File: src/rtl/axi_r_burst_tagger_pkg.sv
// Shared types and constants for the AXI R burst tagger.
// Command entries pair an AXI ID with the burst length field.
package axi_r_burst_tagger_pkg;

  localparam int unsigned AxiLenWidth = 8;
  localparam int unsigned AxiIdWidthDef = 4;

  localparam logic [1:0] RESP_OKAY   = 2'b00;
  localparam logic [1:0] RESP_SLVERR = 2'b10;

  typedef struct packed {
    logic [AxiIdWidthDef-1:0] id;
    logic [AxiLenWidth-1:0]   len;
  } cmd_entry_t;

endpackage

File: src/rtl/fifo_v3.sv
// Synchronous FIFO with optional fall-through and synchronous flush.
// Used as the command queue in the R burst tagger.
module fifo_v3 #(
  parameter bit          FALL_THROUGH = 1'b0,
  parameter int unsigned DATA_WIDTH   = 32,
  parameter int unsigned DEPTH        = 8
) (
  input  logic                  clk_i,
  input  logic                  rst_ni,
  input  logic                  flush_i,
  input  logic                  push_i,
  input  logic                  pop_i,
  input  logic [DATA_WIDTH-1:0] data_i,
  output logic                  full_o,
  output logic                  empty_o,
  output logic [DATA_WIDTH-1:0] data_o
);

  localparam int unsigned AddrW = (DEPTH > 1) ? $clog2(DEPTH) : 1;
  localparam int unsigned CntW  = $clog2(DEPTH + 1);

  logic [DATA_WIDTH-1:0] mem_q [DEPTH];
  logic [AddrW-1:0]      rd_q, wr_q;
  logic [CntW-1:0]       cnt_q;
  logic                  bypass, do_push, do_pop;

  function automatic logic [AddrW-1:0] nxt(input logic [AddrW-1:0] p);
    return (p == AddrW'(DEPTH - 1)) ? '0 : p + 1'b1;
  endfunction

  always_comb begin
    full_o  = (cnt_q == CntW'(DEPTH));
    empty_o = (cnt_q == '0);
    data_o  = mem_q[rd_q];
    bypass  = 1'b0;
    // Fall-through: an empty queue forwards the pushed word directly
    if (FALL_THROUGH && empty_o && push_i) begin
      empty_o = 1'b0;
      data_o  = data_i;
      bypass  = pop_i;
    end
    do_push = push_i & ~full_o & ~bypass;
    do_pop  = pop_i & ~empty_o & ~bypass;
  end

  always_ff @(posedge clk_i or negedge rst_ni) begin
    if (!rst_ni) begin
      rd_q  <= '0;
      wr_q  <= '0;
      cnt_q <= '0;
    end else if (flush_i) begin
      rd_q  <= '0;
      wr_q  <= '0;
      cnt_q <= '0;
    end else begin
      if (do_push) wr_q <= nxt(wr_q);
      if (do_pop)  rd_q <= nxt(rd_q);
      cnt_q <= cnt_q + CntW'(do_push) - CntW'(do_pop);
    end
  end

  always_ff @(posedge clk_i) begin
    if (do_push) mem_q[wr_q] <= data_i;
  end

endmodule

File: src/rtl/axi_r_burst_tagger.sv
// Queues AR {id, len} commands and tags backend data beats with the
// head command's ID, generating rlast into a registered R channel.
module axi_r_burst_tagger
  import axi_r_burst_tagger_pkg::*;
#(
  parameter int unsigned AxiIdWidth = 4,
  parameter int unsigned LenWidth   = AxiLenWidth,
  parameter int unsigned DataWidth  = 32,
  parameter int unsigned CmdDepth   = 4
) (
  input  logic                  clk_i,
  input  logic                  rst_ni,
  input  logic                  flush_i,
  input  logic [AxiIdWidth-1:0] cmd_id_i,
  input  logic [LenWidth-1:0]   cmd_len_i,
  input  logic                  cmd_valid_i,
  output logic                  cmd_ready_o,
  input  logic [DataWidth-1:0]  beat_data_i,
  input  logic                  beat_err_i,
  input  logic                  beat_valid_i,
  output logic                  beat_ready_o,
  output logic [AxiIdWidth-1:0] r_id_o,
  output logic [DataWidth-1:0]  r_data_o,
  output logic [1:0]            r_resp_o,
  output logic                  r_last_o,
  output logic                  r_valid_o,
  input  logic                  r_ready_i,
  output logic                  busy_o
);

  typedef struct packed {
    logic [AxiIdWidth-1:0] id;
    logic [LenWidth-1:0]   len;
  } cmd_t;

  cmd_t                head, cmd_in;
  logic                q_full, q_empty;
  logic                cmd_push, cmd_pop;
  logic                beat_hs, is_last;
  logic [LenWidth-1:0] cnt_q;

  assign cmd_in       = '{id: cmd_id_i, len: cmd_len_i};
  assign cmd_ready_o  = ~q_full & ~flush_i;
  assign cmd_push     = cmd_valid_i & cmd_ready_o;
  assign beat_ready_o = ~q_empty & (~r_valid_o | r_ready_i) & ~flush_i;
  assign beat_hs      = beat_valid_i & beat_ready_o;
  assign is_last      = (cnt_q == head.len);
  assign cmd_pop      = beat_hs & is_last;
  assign busy_o       = ~q_empty | r_valid_o;

  fifo_v3 #(
    .FALL_THROUGH (1'b0),
    .DATA_WIDTH   ($bits(cmd_t)),
    .DEPTH        (CmdDepth)
  ) u_cmd_q (
    .clk_i   (clk_i),
    .rst_ni  (rst_ni),
    .flush_i (flush_i),
    .push_i  (cmd_push),
    .pop_i   (cmd_pop),
    .data_i  (cmd_in),
    .full_o  (q_full),
    .empty_o (q_empty),
    .data_o  (head)
  );

  always_ff @(posedge clk_i or negedge rst_ni) begin
    if (!rst_ni) begin
      cnt_q <= '0;
    end else if (flush_i) begin
      cnt_q <= '0;
    end else if (beat_hs) begin
      cnt_q <= is_last ? '0 : cnt_q + 1'b1;
    end
  end

  always_ff @(posedge clk_i or negedge rst_ni) begin
    if (!rst_ni) begin
      r_valid_o <= 1'b0;
      r_id_o    <= '0;
      r_data_o  <= '0;
      r_resp_o  <= RESP_OKAY;
      r_last_o  <= 1'b0;
    end else if (flush_i) begin
      r_valid_o <= 1'b0;
      r_id_o    <= '0;
      r_data_o  <= '0;
      r_resp_o  <= RESP_OKAY;
      r_last_o  <= 1'b0;
    end else if (beat_hs) begin
      r_valid_o <= 1'b1;
      r_id_o    <= head.id;
      r_data_o  <= beat_data_i;
      r_resp_o  <= beat_err_i ? RESP_SLVERR : RESP_OKAY;
      r_last_o  <= is_last;
    end else if (r_ready_i) begin
      r_valid_o <= 1'b0;
    end
  end

endmodule

File: config.mk
export PLATFORM = sky130hd
export DESIGN_NAME = axi_r_burst_tagger
export DESIGN_NICKNAME = d
export VERILOG_FILES = /design/src/rtl/axi_r_burst_tagger_pkg.sv /design/src/rtl/fifo_v3.sv /design/src/rtl/axi_r_burst_tagger.sv
export SDC_FILE = /design/constraint.sdc
export NUM_CORES = 1
export LEC_CHECK = 0
export BUFFER_PORTS_ARGS = -buffer_cell sky130_fd_sc_hd__buf_2
export CAP_MARGIN = 20
export CORE_AREA = 4 4 95 97
export CTS_CLUSTER_DIAMETER = 200
export DETAILED_ROUTE_END_ITERATION = 8
export DIE_AREA = 0 0 99 101
export MAX_ROUTING_LAYER = met4
export PLACE_DENSITY = 0.78
export SETUP_SLACK_MARGIN = 0.3
export SLEW_MARGIN = 30
export SYNTH_ARGS = -nofsm -noshare
export SYNTH_HDL_FRONTEND = slang
export SYNTH_SLANG_ARGS = --single-unit
File: constraint.sdc
create_clock -name clk_i -period 3.55 [get_ports clk_i]
set_input_delay 0.71 -clock clk_i [delete_from_list [all_inputs] [get_ports clk_i]]
set_output_delay 0.71 -clock clk_i [all_outputs]
set_load 0.02 [all_outputs]
# After elaboration in Yosys (flattened, before gate mapping)
# Memory sizes are Yosys's and may differ from the RTL's.
# Index checks and enable logic that the tools add are counted.
[op_classes] reduce_logical=5 bitwise=14 n_eq_ne=4 add_sub_neg=5 n_mux=24
[op_table] operator="$mux W32" count=2
[op_table] operator="$mux W8" count=3
[op_table] operator="$mux W2" count=9
[op_table] operator="$add A8 B1 Y8 const B" count=1
[op_table] operator="$and A1 B1 Y1" count=8
[op_table] operator="$eq A8 B8 Y1" count=1
[op_table] operator="$mux W4" count=2
[op_table] operator="$mux W1" count=7
[op_table] operator="$reduce_bool A2 Y1" count=3
[op_table] operator="$add A2 B1 Y2 const B" count=2
[op_table] operator="$eq A2 B2 Y1 const B" count=2
[op_table] operator="$not A1 Y1" count=4
[op_table] operator="$add A3 B1 Y3" count=1
[op_table] operator="$eq A3 B3 Y1 const B" count=1
[op_table] operator="$logic_not A3 Y1" count=1
[op_table] operator="$mux W3" count=1
[op_table] operator="$reduce_bool A3 Y1" count=1
[op_table] operator="$sub A3 B1 Y3" count=1
[op_table] operator="$or A1 B1 Y1" count=2
[totals] output_inout_bits=43 mem_count=1 ram_bits=48 inputBits=51 reg_bits=55
[memory_table] name="u_cmd_q.mem_q" words=4 word_bits=12 read_ports=1 rd_ports_with_merged_regs=0 wr=1 line_no="fifo_v3.sv:22" text="logic [DATA_WIDTH-1:0] mem_q [DEPTH];"

# Longest topological paths before layout
# Gate-level depths: netlist (run 1).
[depth] depth_word=9 ltp_mapped=16 depth_no_buf=13

# Cells and area by module
# Synthesis (run 1) repeated with hierarchy kept, for this count alone.
[hier_totals] hier_cells=340 area_unflattened_um2=4410.5
[modules_own_cells] module="fifo_v3" n_inst=1 seq_area_each_um2=1616.6 area_per_inst_um2=2207.1 cells_per_inst=111
[modules_own_cells] module="axi_r_burst_tagger" n_inst=1 seq_area_each_um2=1176.1 area_per_inst_um2=2203.4 cells_per_inst=229

# Worst setup path after synthesis (run 1)
# OpenSTA, ideal clock, no wires.
[synth_timing] kind="register to register" from="register u_cmd_q.rd_q[0]" to="register u_cmd_q.cnt_q[2]" path_buffers=3 path_stages_with_launch=17 setup_time_ps=131 period_less_slack_ps=3172 arrival_ps=3040 path_slack_ps=378 path_cell_list="dfrtp_1 -> buf_6 -> buf_12 -> mux4_2 -> xnor2_1 -> nand4_2 -> or2_1 -> buf_6 -> nor2_1 -> ha_1 -> inv_1 -> ha_1 -> inv_1 -> fa_1 -> xor2_1 -> xnor2_1 -> nor2_1"
[synth_between] elab_chain_len=6
[synth_lines] item="start: declaration" line_no="fifo_v3.sv:23" text="logic [AddrW-1:0] rd_q, wr_q;"
[synth_lines] item="start signal: assignment" line_no="fifo_v3.sv:57" text="if (do_pop) rd_q <= nxt(rd_q);"
[synth_lines] item="$mem_v2 Z4 W12"
[synth_lines] item="$eq A8 B8 Y1" line_no="axi_r_burst_tagger.sv:47" text="assign is_last = (cnt_q == head.len);"
[synth_lines] item="$and A1 B1 Y1" line_no="axi_r_burst_tagger.sv:48" text="assign cmd_pop = beat_hs & is_last;"
[synth_lines] item="$and A1 B1 Y1" line_no="fifo_v3.sv:43" text="do_pop = pop_i & ~empty_o & ~bypass;"
[synth_lines] item="$sub A3 B1 Y3" line_no="fifo_v3.sv:58" text="cnt_q <= cnt_q + CntW'(do_push) - CntW'(do_pop);"
[synth_lines] item="$mux W3" line_no="fifo_v3.sv:51" text="end else if (flush_i) begin"
[synth_lines] item="end signal: assignment" line_no="fifo_v3.sv:58"
[synth_lines] item="end: declaration" line_no="fifo_v3.sv:24" text="logic [CntW-1:0] cnt_q;"
# Every way passes these cells.
# A chain may end at the register's enable or synchronous reset.

# Worst setup path after layout (run 1)
# Same ends and word-level chain as after synthesis.

==> results of run 1 <==
==> layer usage <==
layer  track usage (%)  vias up
li1                  -     1387
met1              25.0     1390
met2              28.0      137
met3              3.74        8
met4              6.93        0
met5                 -        -
==> worst register-to-register path, cell delays in order, from the launching register on <==
cell and delay, ns:
dfrtp_4 0.44, buf_2 0.19, mux4_2 0.55, xnor2_2 0.15, nand4_2 0.10, or2_1 0.27
nor2_1 0.10, ha_1 0.23, inv_1 0.06, ha_1 0.14, inv_1 0.05, fa_1 0.37
xor2_1 0.18, xnor2_1 0.13, nor2_1 0.05
==> synth_stat cells, drive strengths merged (2+ instances only) <==
| master | count | share of area (%) |
|---|---|---|
| nand2 | 81 | 7.0 |
| inv | 8 | 0.69 |
| a22oi | 2 | 0.35 |
| nand3 | 3 | 0.35 |
| nand4 | 3 | 0.72 |
| o211ai | 2 | 0.35 |
| dfrtp | 54 | 31 |
| edfxtp | 48 | 33 |
| o311ai | 2 | 0.40 |
| mux4 | 12 | 6.8 |
| buf | 7 | 1.4 |
| xor2 | 2 | 0.40 |
| a32o | 4 | 0.92 |
| xnor2 | 11 | 2.4 |
| o31ai | 3 | 0.52 |
| clkbuf | 14 | 1.2 |
| nand2b | 2 | 0.29 |
| o21ai | 38 | 4.4 |
| or3 | 2 | 0.29 |
| and2 | 2 | 0.29 |
| ha | 8 | 2.3 |
| and3 | 7 | 1.0 |
| nor2 | 13 | 1.1 |
| a21oi | 4 | 0.46 |
==> stage by stage <==
stage / util [%] / cells / power, mW
finish: 63.4 / 544 / 2.42
global route: 63.4 / 544 / 2.53
CTS: 62.8 / 541 / 2.44
detailed placement: 60.0 / 525 / 1.64
global placement: 60.0 / 525 / 1.63
floorplan: - / 341 / 1.52
==> area by class of cell <==
type                    count  share of cell area (%)
inverters                   8                   0.582
repair buffers            103                    10.7
well taps                 105                    2.55
clock inverters             3                   0.873
flip-flops and latches    102                    54.2
clock buffers              13                    3.52
multi-input cells         210                    27.5
==> repair_timing <==
item                                    4_1_cts  5_1_grt
buffers inserted                              0        3
pin swaps                                     0        1
endpoints found under the setup margin        2        1
resized for setup                             2        9
==> flip-flops by register name, indices dropped and copies added (netlist names) <==
register / flops
r_id_o: 4
u_cmd_q.mem_q: 48
u_cmd_q.wr_q: 2
r_data_o: 32
r_resp_o: 1
cnt_q: 8
r_last_o: 1
r_valid_o: 1
u_cmd_q.rd_q: 2
u_cmd_q.cnt_q: 3
==> where the power goes <==
group	total (mW)	internal (mW)	switching [mW]
logic	0.283	0.104	0.179
clock network	0.804	0.416	0.388
registers	1.34	1.30	0.0364
total	2.42	1.82	0.604
==> logic make-up (layout without fill, tap and decap cells) <==
family                   after synthesis  count (layout)
AO/OA/AOI/OAI                         58              58
XOR/XNOR                              13              13
adder cells (fa/ha/maj)                9               9
buffers and inverters                 29             127
flip-flops                           102             102
multiplexers                          12              12
other                                  1               1
AND/OR/NAND/NOR                      117             117
==> cells in the final DEF (no fill, tap or decap), types with 8 or more instances in the layout <==
master	Yosys	routed
nand2_1	81	81
mux4_2	5	9
edfxtp_1	48	48
inv_1	8	8
o21ai_0	37	37
buf_4	1	9
dfrtp_1	54	52
buf_2	0	93
ha_1	8	8
nor2_1	13	13
clkbuf_8	0	9
==> worst paths after layout <==
path	from	end	slack, ns	depth (start not counted)
worst max register to register	u_cmd_q.rd_q[0]	u_cmd_q.cnt_q[2]	0.43	14
worst max-delay path	u_cmd_q.rd_q[0]	u_cmd_q.cnt_q[2]	0.43	14
worst min register to register	r_last_o	r_last_o	0.51	2
max in group asynchronous	rst_ni	r_data_o[20]	2.37	2
worst min-delay path	rst_ni	u_cmd_q.wr_q[1]	0.41	1
min in group clk_i	r_last_o	r_last_o	0.51	2
==> run summary, run 1 <==
The number of buffer and inverter instances along the worst setup path is 3, and the via count of the first global-routing pass is 2811. The nature of the critical path endpoint is a flip-flop. The tightest hold margin is 0.411 ns, and the number of buffers inserted by hold repair at cts is 0. The storage element area was 0.00280 sq mm.

The share of layout cells above drive strength 1 came out at 31.2%. TritonCTS built the clock tree. For this design, the sink count on the clock tree is 102. Multiplexer cells account for 6.83% of the synthesized area. The number of design-rule violations left by the first detailed-router iteration came out at 170. After floorplanning, the core was sized to cover 0.00813 sq mm. The die is 101 um tall. Compared with the post-synthesis result, the final layout area differs by 18.9%. The mapped netlist covers 0.00434 sq mm.

The run finished with clean final reports. For the worst-skew pair, the clock arrives at the later sink with an insertion delay of 0.37 ns. The run gives 14.2 mm as the wire length of the first global-routing pass.

Transition at the pin with the smallest max-transition slack: 0.758 ns. For this run, the detailed router's first-pass iteration total came to 4. The tools report the master cell of the clock root buffer as clkbuf_8.

Synthesis inferred 102 register bits. In this run the tool buffered the top-level ports with 92 buffer cells. The tools report the data required time of the worst path as 3.80 ns.

Share of the synthesized netlist area taken by xor and xnor gates: 2.80%. The tool flagged a number of max-cap violations equal to 0. Largest driver fanout on the critical path: 5. Yosys mapped a number of flops with a built-in enable equal to 48. STA classifies the critical path startpoint as a flip-flop.

Timing would allow up to 320 MHz. Summing all non-filler instances in the final layout gives an area of 0.00516 sq mm. For the wire length on met1, the log shows 3.78 mm.

The tools report the worst voltage drop across the vdd grid as 0.000300 V. Setup slack closes at 0.427 ns. In this run the count of I/O pins placed on the die edge is 94.

Summing the areas of all and, or, nand and nor instances in the mapped netlist gives 11.7% of the synthesized area. The clock slew seen by the registers of the worst setup and hold paths works out to 0.10 ns. Kind of critical path: flip-flop to flip-flop. The part of the cycle the worst path needs is 88.0%. The slowest stage of the critical path belongs to the cell mux4_2. The number of antenna violations at the first check in global routing came out at 0.

The met3 layer wire length in the routed design was 735 um. The worst setup timing slack at the placement stage was 0.0750 ns. After layout, the minimum clock period comes to 3.12 ns.

The number of buffers created by CTS is 9. Dividing total power by cell area gives a power density of 470 mW/mm^2. Traced cell by cell, the critical path runs through buf_2 -> mux4_2 -> xnor2_2 -> nand4_2 -> or2_1 -> nor2_1 -> ha_1 -> inv_1 -> ha_1 -> inv_1 -> fa_1 -> xor2_1 -> xnor2_1 -> nor2_1. Between clock sinks in the finished design, the worst skew comes to 0.0162 ns.

Amount of wire on met2 after detailed routing: 4.15 mm. The synthesized area per cell was 12.7 sq um. The wire-length estimate of the detail-placed layout is 6.10 mm. The max-slew violation count was 0.

The tools report the area occupied by multi-input gates as 0.00142 sq mm. The path category of the worst min-delay check was input port to async pin. Synthesis instantiated 41 different standard cells from the library. After synthesis, the largest family of logic cells by area is simple AND/OR/NAND/NOR gates. The tools report the count of vias placed by the detailed router as 2922. No sink is reached through more buffers than the 2 on the longest clock path.

The worst stage delay on the critical path was 0.55 ns. 0 antenna diodes ended up in the layout. Once detail routing completed, the nets flagged for antenna violations numbered 0. For this run, the number of Yosys warnings is 0.

The share of the synthesized area in compound gates (AO/OA/AOI/OAI) works out to 8.16%. For this run, design rule violations remaining after detail routing come to 0. For this configuration, the core starts out at a cell density of 53.3%. The setup violation total in the final timing report was 0. Summing the sequential cell areas from Yosys gives 64.4% of the chip area. Synthesis produced a netlist whose cell count is 341. The remaining global-route overflow came out at 0. For the placement row count, the log shows 33.

Total global-route track usage: 18.5%. The headroom to the max-slew limit is 49.4%, and the horizontal extent of the die is 99 um. The arrival time at the worst endpoint was 3.37 ns; the total negative slack for setup checks was 0 ns. The mean number of vias per cell came out at 5.37. Setup repair after global routing left no endpoint under its margin. The share of async-settable or async-resettable flops after synthesis is 52.9%, and the per-cell routed wire length is 16.1 um. The routed design has 8.76 mm of wire.

After detailed placement, the total cell area comes to 0.00488 sq mm. The logs give 604 for the fill cell total of the finished layout and 0 for the number of hold violations in the final report. The net count of the finished layout is 494.

The critical path's top delay family is adder cells. The H-tree was split into 3 levels. The die covers 0.0100 sq mm.

Area share of fa/ha/maj cells after synthesis: 2.77%. The most used flip-flop cell after synthesis is dfrtp_1. For this design the static power due to leakage is 2.27 nW. Counting every net in the synthesized netlist gives 401. Signal routing reaches up to met4. At the end of routability-driven placement, the weighted congestion stood at 0.830. The largest net degree at the start of global routing is 67.
No activity file was read; power rests on OpenSTA's default activity.
==> run 2, diff against run 1 <==
- BUFFER_PORTS_ARGS: -buffer_cell sky130_fd_sc_hd__buf_2 -> unset
- CORE_AREA: 4 4 95 97 -> 4 4 90 92
- DIE_AREA: 0 0 99 101 -> 0 0 94 96
- DONT_BUFFER_PORTS: unset -> 1
- PLACE_DENSITY: 0.78 -> 0.75
- TNS_END_PERCENT: unset -> 20
==> run summary, run 2 (synthesis results as in run 1) <==
CTS placed an instance of clkbuf_8 at the clock tree root. The via count of the first global-routing pass came out at 2552. The top cell types in the final layout, fill and taps aside, are nand2_1 (81), dfrtp_1 (52), edfxtp_1 (48). The first routing iteration left 222 violations. The clock network power share is 31.0%, and the global-route track usage on met3 is 6.02%. The analysis attributes to cell leakage a power of 1.83 nW. Per-cell routed wire length: 18.4 um. The run gives 0 ns as the total negative slack for setup checks. For the number of buffers created by CTS, the log shows 9. Fill cells in the final layout number 528. The die covers 0.00902 sq mm. At the end of routability-driven placement, the weighted congestion stood at 0.799. The final antenna-violating net count was 0; the post-detailed-placement half-perimeter wirelength was 5.48 mm. Launching element type of the critical path: a flip-flop. Path length in cells of the critical path: 14.

The register with the most flip-flops in the layout has 48 of them. Cells with a size suffix above 1 make up 11.5% of the layout. For this run the aggregate overflow at the end of global routing stands at 0. Traced cell by cell, the critical path runs through buf_4 -> mux4_1 -> xnor2_1 -> nand4_2 -> or2_1 -> nor2_1 -> ha_1 -> inv_1 -> ha_1 -> inv_1 -> fa_1 -> xor2_1 -> xnor2_1 -> nor2_1. The library cell used most frequently in the layout, excluding fill and tap cells, is nand2_1. For this run, the share of the core covered by cells in the final layout is 64.5%. The count of input and output buffers is 0, and the mean number of vias per cell is 5.79. The tools report the max-slew violation count as 0. The H-tree was split into 3 levels. Met2 track demand over resource in global routing: 29.9%. The initialized floorplan defines 31 standard-cell rows.

The number of antenna diodes in the final layout is 0. Transition at the pin with the smallest max-transition slack: 0.711 ns. The first detailed-routing pass took 4 iterations. Headroom to the max-slew limit came out at 52.6%. Worst stage delay on the critical path: 0.56 ns.

met2 is the most crowded layer. The number of buffer and inverter instances along the worst setup path works out to 3. TritonCTS built the clock tree. Global routing used 24.8% of the available met1 tracks.

The largest driver fanout on the critical path is 4, and the CTS sink count is 102. The run gives 0 as the DRC violation count after routing. The maximum root-to-sink buffer count was 2; the core box area was 0.00721 sq mm.

The worst voltage drop across the vdd grid came out at 0.000359 V. The total net switching power was 0.608 mW. The tools report the total global-route track usage as 19.4%. Counting flops per register, the top entry is u_cmd_q.mem_q. The run gives 61.6% as the sequential share of power. Critical path's top delay family: adder cells.

The tools report the wire length of the first global-routing pass as 12.8 mm. Counting I/O delays and the setup requirement, the final critical path takes 3.05 ns. The total internal power was 1.64 mW; the max-cap check violation count was 0. Clock-pin slew was measured on the worst setup and hold paths at 0.11 ns. The power per cell area works out to 482 mW/mm^2.

The number of hold violations in the final report is 0. Setup repair after global routing left no endpoint under its margin. For this run, the top clock speed supported by timing is 328 MHz.

Power share of the combinational group: 7.4%. The final layout contains 404 nets. Of the total power, the share spent switching nets is 27.1%. The largest registers in the layout are u_cmd_q.mem_q: 48 flops, r_data_o: 32 flops, cnt_q: 8 flops. For the final database, setup skew stands at 0.00925 ns. The run finished with clean final reports. Dividing the final minimum period by the clock period gives 86.0%. The worst setup path is of the flip-flop to flip-flop kind. The worst hold path belongs to the class input port to async pin. The nature of the critical path endpoint was a flip-flop.

The arrival time at the worst endpoint is 3.31 ns, and the count of vias placed by the detailed router is 2592. The critical path's slowest cell is mux4_1. The layout overhead on the synthesized area came out at 7.27%. Entering global routing, the biggest net connects 70 pins. The number of cells on the worst reg-to-reg path was 14. Measured along the y axis, the die boundary spans 96 um.

For the clock latency at the later pin of the worst-skew pair, the log shows 0.36 ns. The final wirelength is 8.24 mm, and the setup violation total in the final timing report is 0. The horizontal extent of the die is 94 um. For this configuration, the core starts out at a cell density of 60.1%. In this run the register-to-register setup slack is 0.50 ns.

For the worst setup path, the data required time is 3.81 ns. During I/O placement, the number of pins put on the boundary was 94. Number of antenna violations at the first check in global routing: 0.
-- run 2: worst reg2reg max path: cells and delay by family (launching register included) --
kind,cells,cell delay (ns)
fa+ha+maj,3,0.73
mux,1,0.56
simple gates,4,0.54
xor+xnor,3,0.51
flops,1,0.39
buf+inv,3,0.25
-- run 2: path summary, 6_finish.rpt --
kind | from | to
worst max-delay path | u_cmd_q.rd_q[0] | u_cmd_q.cnt_q[2]
worst min-delay path | rst_ni | r_data_o[5]
worst max register to register | u_cmd_q.rd_q[0] | u_cmd_q.cnt_q[2]
worst min register to register | cnt_q[7] | cnt_q[7]
max in group asynchronous | rst_ni | r_data_o[17]
min in group clk_i | flush_i | r_data_o[28]
-- run 2: final cells by class --
| class | instances | area, sq um | area share (%) |
|---|---|---|---|
| Sequential cell | 102 | 2800 | 60.1 |
| Multi-Input combinational cell | 210 | 1400 | 30.2 |
| Clock buffer | 9 | 124 | 2.66 |
| Tap cell | 99 | 124 | 2.66 |
| Timing Repair Buffer | 13 | 113 | 2.42 |
| Clock inverter | 7 | 65.1 | 1.40 |
| Inverter | 8 | 30.0 | 0.645 |
-- run 2: timing repair --
item	in CTS	in global routing
hold buffers	0	2
setup buffers	0	1
endpoints found under the hold margin	0	31
setup endpoints to repair	0	1
resized for setup	0	2
-- run 2: power groups by stage --
| stage | clock network [mW] | registers [mW] | logic, mW |
|---|---|---|---|
| 2_1_floorplan | 0 | 1.39 | 0.126 |
| 3_3_place_gp | 0 | 1.40 | 0.149 |
| 3_5_place_dp | 0 | 1.41 | 0.156 |
| 4_1_cts | 0.715 | 1.38 | 0.157 |
| 5_1_grt | 0.769 | 1.39 | 0.191 |
| 6_report | 0.695 | 1.38 | 0.167 |
-- run 2: metal layers --
metal  part of all wire (%)  wire length (um)
met1                     41              3390
met2                     48              3930
met3                    9.6               794
met4                    1.5               123
met5                      0                 0
-- run 2: through the flow --
stage               instance area (sq um)  power (mW)  cells  setup WS [ns]  hold slack [ns]
finish                               4650        2.24    448          0.497           0.0367
detailed placement                   4430        1.56    429          0.370            0.416
CTS                                  4610        2.25    445          0.368          0.00582
global placement                     4430        1.55    429          0.474            0.416
floorplan                            4340        1.52    341          0.378            0.414
global route                         4650        2.35    448          0.309          0.00175
==> run 3, diff against run 2 <==
- CELL_PAD_IN_SITES_DETAIL_PLACEMENT: unset -> 0
- CELL_PAD_IN_SITES_GLOBAL_PLACEMENT: unset -> 1
- CORE_AREA: 4 4 90 92 -> 4 4 99 101
- DIE_AREA: 0 0 94 96 -> 0 0 103 105
- PLACE_DENSITY: 0.75 -> unset
- PLACE_DENSITY_LB_ADDON: unset -> 0.1
==> run summary, run 3 (synthesis results as in run 1) <==
STA puts the critical path data required time at 3.80 ns. The tools report the reg-to-reg critical path endpoint as u_cmd_q.cnt_q[2]. The starting utilization of the core area came out at 48.1%. The worst stage delay on the critical path came out at 0.51 ns. Power spread over the standard cell area amounts to 493 mW/mm^2.

Entering global routing, the biggest net connects 55 pins. The minimum clock period was 3.05 ns. Counting both buffers and inverters, the worst setup path holds a total of 4. The via count of the first global-routing pass is 2438, and the clock slew seen by the registers of the worst setup and hold paths is 0.09 ns. The kind of critical path is flip-flop to flip-flop. The tools report the standby leakage power as 1.86 nW.

The logs give 0 for the remaining global-route overflow and 0.000260 V for the worst voltage drop across the vdd grid. The area occupied by multi-input gates was 0.00142 sq mm; the wire length of the first global-routing pass was 12.5 mm. The register with the most flip-flops in the final layout is u_cmd_q.mem_q.

For this block, the via count after detailed routing is 2510. The floorplan has 35 rows. Dividing the detail-routed wire length by the instance count gives 17.3 um.

Setup repair after global routing left no endpoint under its margin. For the post-detailed-placement half-perimeter wirelength, the log shows 5.21 mm. The max-cap check violation count is 0, and the die area is 0.0108 sq mm. For the max-slew violation count, the log shows 0.

STA classifies the critical path endpoint as a flip-flop. The arrival time at the worst endpoint came out at 3.30 ns. The logs give 2 for the maximum root-to-sink buffer count and 4 for the first-pass detailed-route iteration total.

Hold timing on the final database bottoms out at a slack of 0.0439 ns. Setup violations remaining at the end of the flow were counted as 0. The critical path goes through buf_4 -> buf_4 -> mux4_2 -> xnor2_2 -> nand4_2 -> or2_1 -> nor2_1 -> ha_1 -> inv_1 -> ha_1 -> inv_1 -> fa_1 -> xor2_1 -> xnor2_1 -> nor2_1. In the final layout, the registers with the most flip-flops are u_cmd_q.mem_q: 48 flops, r_data_o: 32 flops, cnt_q: 8 flops. Share of layout cells above drive strength 1: 12.8%. The count of nets left with antenna violations once routing finished came out at 0.

The number of design-rule violations left by the first detailed-router iteration was 118. Of the available clock period, the critical path in the final layout requires 85.9%. The number of antenna violations at the first check in global routing was 0. The startpoint of the worst register-to-register path was u_cmd_q.rd_q[0]. The tools report the final clock skew as 0.0161 ns. The die height is 105 um. For the achievable clock frequency, the log shows 328 MHz. The number of top-level pins was 94.

Mean number of vias per cell: 5.43. The master cell of the clock root buffer was clkbuf_8. The number of buffers created by CTS was 9. Launching element type of the critical path: a flip-flop. The path class of the tightest hold or removal check is input port to async pin.

Across the whole layout, storage elements account for 0.00280 sq mm. The area growth from synthesis to layout is 9.11%. The largest driver fanout on the critical path works out to 4. In the layout the commonest cells are nand2_1 (81), dfrtp_1 (52), edfxtp_1 (48). The completed layout was analyzed and its total power is 2.33 mW.

Grouping stages by cell kind, the critical path spends the most delay in adder cells. The worst pin sits at a relative slew slack of 49.0%. The count of buffers added on input and output ports is 0. The weighted congestion reported at the end of routability-driven placement was 0.767. The tools report the total negative slack for setup checks as 0 ns. The clock latency at the later pin of the worst-skew pair was 0.36 ns; the core box area was 0.00902 sq mm.

The flip-flop count of the largest register after layout was 48; the total global-route track usage was 15.3%. For this run, design rule violations remaining after detail routing come to 0. Leaving out fill and tap cells, the most frequent cell in the layout is nand2_1. Measured in cells, the most critical reg-to-reg path has a length of 15.

For the pin with the worst max-slew slack, the measured transition is 0.763 ns. For the number of hold violations in the final report, the log shows 0. 0 antenna diodes ended up in the layout.

TritonCTS built the clock tree. CTS saw 102 sinks. In this run the register-to-register setup slack is 0.50 ns. The die is 103 um wide. CTS built an H-tree with a depth of 3. The tools report the final wirelength as 8.00 mm. The run finished with clean final reports.

The filler cells instantiated in the layout total 776. Critical path's slowest cell: mux4_2. At the end of the flow, the number of nets in the layout was 406.
run 3: changes by cell type in the layout (fill, tap and decap cells not counted), moves of 2 or more:
cell       delta
bufinv_16     +2
xnor2_1       -3
buf_4         +2
inv_8         -2
xnor2_2       +3
inv_6         -2
run 3: worst max-delay path by stage:
stage | from | end | slack [ns] | cells past startpoint
6_report | u_cmd_q.rd_q[0] | u_cmd_q.cnt_q[2] | 0.50 | 15
3_5_place_dp | u_cmd_q.rd_q[0] | u_cmd_q.cnt_q[2] | 0.27 | 13
4_1_cts | u_cmd_q.rd_q[0] | u_cmd_q.cnt_q[2] | 0.41 | 13
5_1_grt | u_cmd_q.rd_q[0] | u_cmd_q.cnt_q[2] | 0.30 | 15
3_3_place_gp | u_cmd_q.rd_q[0] | u_cmd_q.cnt_q[2] | 0.38 | 13
2_1_floorplan | u_cmd_q.rd_q[0] | u_cmd_q.cnt_q[2] | 0.38 | 16
run 3: cell type report:
cell class / count / share of cell area, %
clock buffer: 9 / 2.62
clock inverter: 7 / 2.03
inverter: 8 / 0.634
multi-input combinational: 210 / 30.0
sequential: 102 / 59.0
tap: 111 / 2.93
timing repair buffer: 15 / 2.70
run 3: power breakdown:
part / internal, mW / leakage (nW) / total, mW / switching [mW]
Clock: 0.398 / 0.103 / 0.791 / 0.393
Combinational: 0.0609 / 0.581 / 0.161 / 0.100
Sequential: 1.30 / 1.17 / 1.38 / 0.0793
Total: 1.76 / 1.86 / 2.33 / 0.572
run 3: per-stage QoR:
stage	utilization, %	cells	instance area, sq um	setup WS (ns)
2_1_floorplan	-	341	4340	0.378
3_3_place_gp	49.1	440	4430	0.380
3_5_place_dp	49.1	440	4430	0.273
4_1_cts	51.6	456	4650	0.409
5_1_grt	52.5	462	4730	0.297
6_report	52.5	462	4730	0.499
run 3: timing repair:
| item | 4_1_cts | 5_1_grt |
|---|---|---|
| endpoints found under the hold margin | 0 | 14 |
| pin swaps | 0 | 1 |
| hold buffers | 0 | 1 |
| endpoints found under the setup margin | 1 | 1 |
| setup buffers | 0 | 5 |
| resized for setup | 1 | 7 |
run 3: worst reg2reg max path: cells and delay by family (launching register included):
kind / cells / cell delay [ns]
xor gates and xnor gates: 3 / 0.45
adders and majority gates: 3 / 0.73
buffers and inverters: 4 / 0.37
DFF: 1 / 0.39
muxes: 1 / 0.51
and+or+nand+nor: 4 / 0.49
run 3: per-layer routing:
layer	global-route usage, %	wire length [um]	up-vias
met4	5.55	100	0
li1	-	-	1214
met5	-	0	-
met3	4.61	687	10
met1	19.9	3500	1208
met2	22.5	3710	78
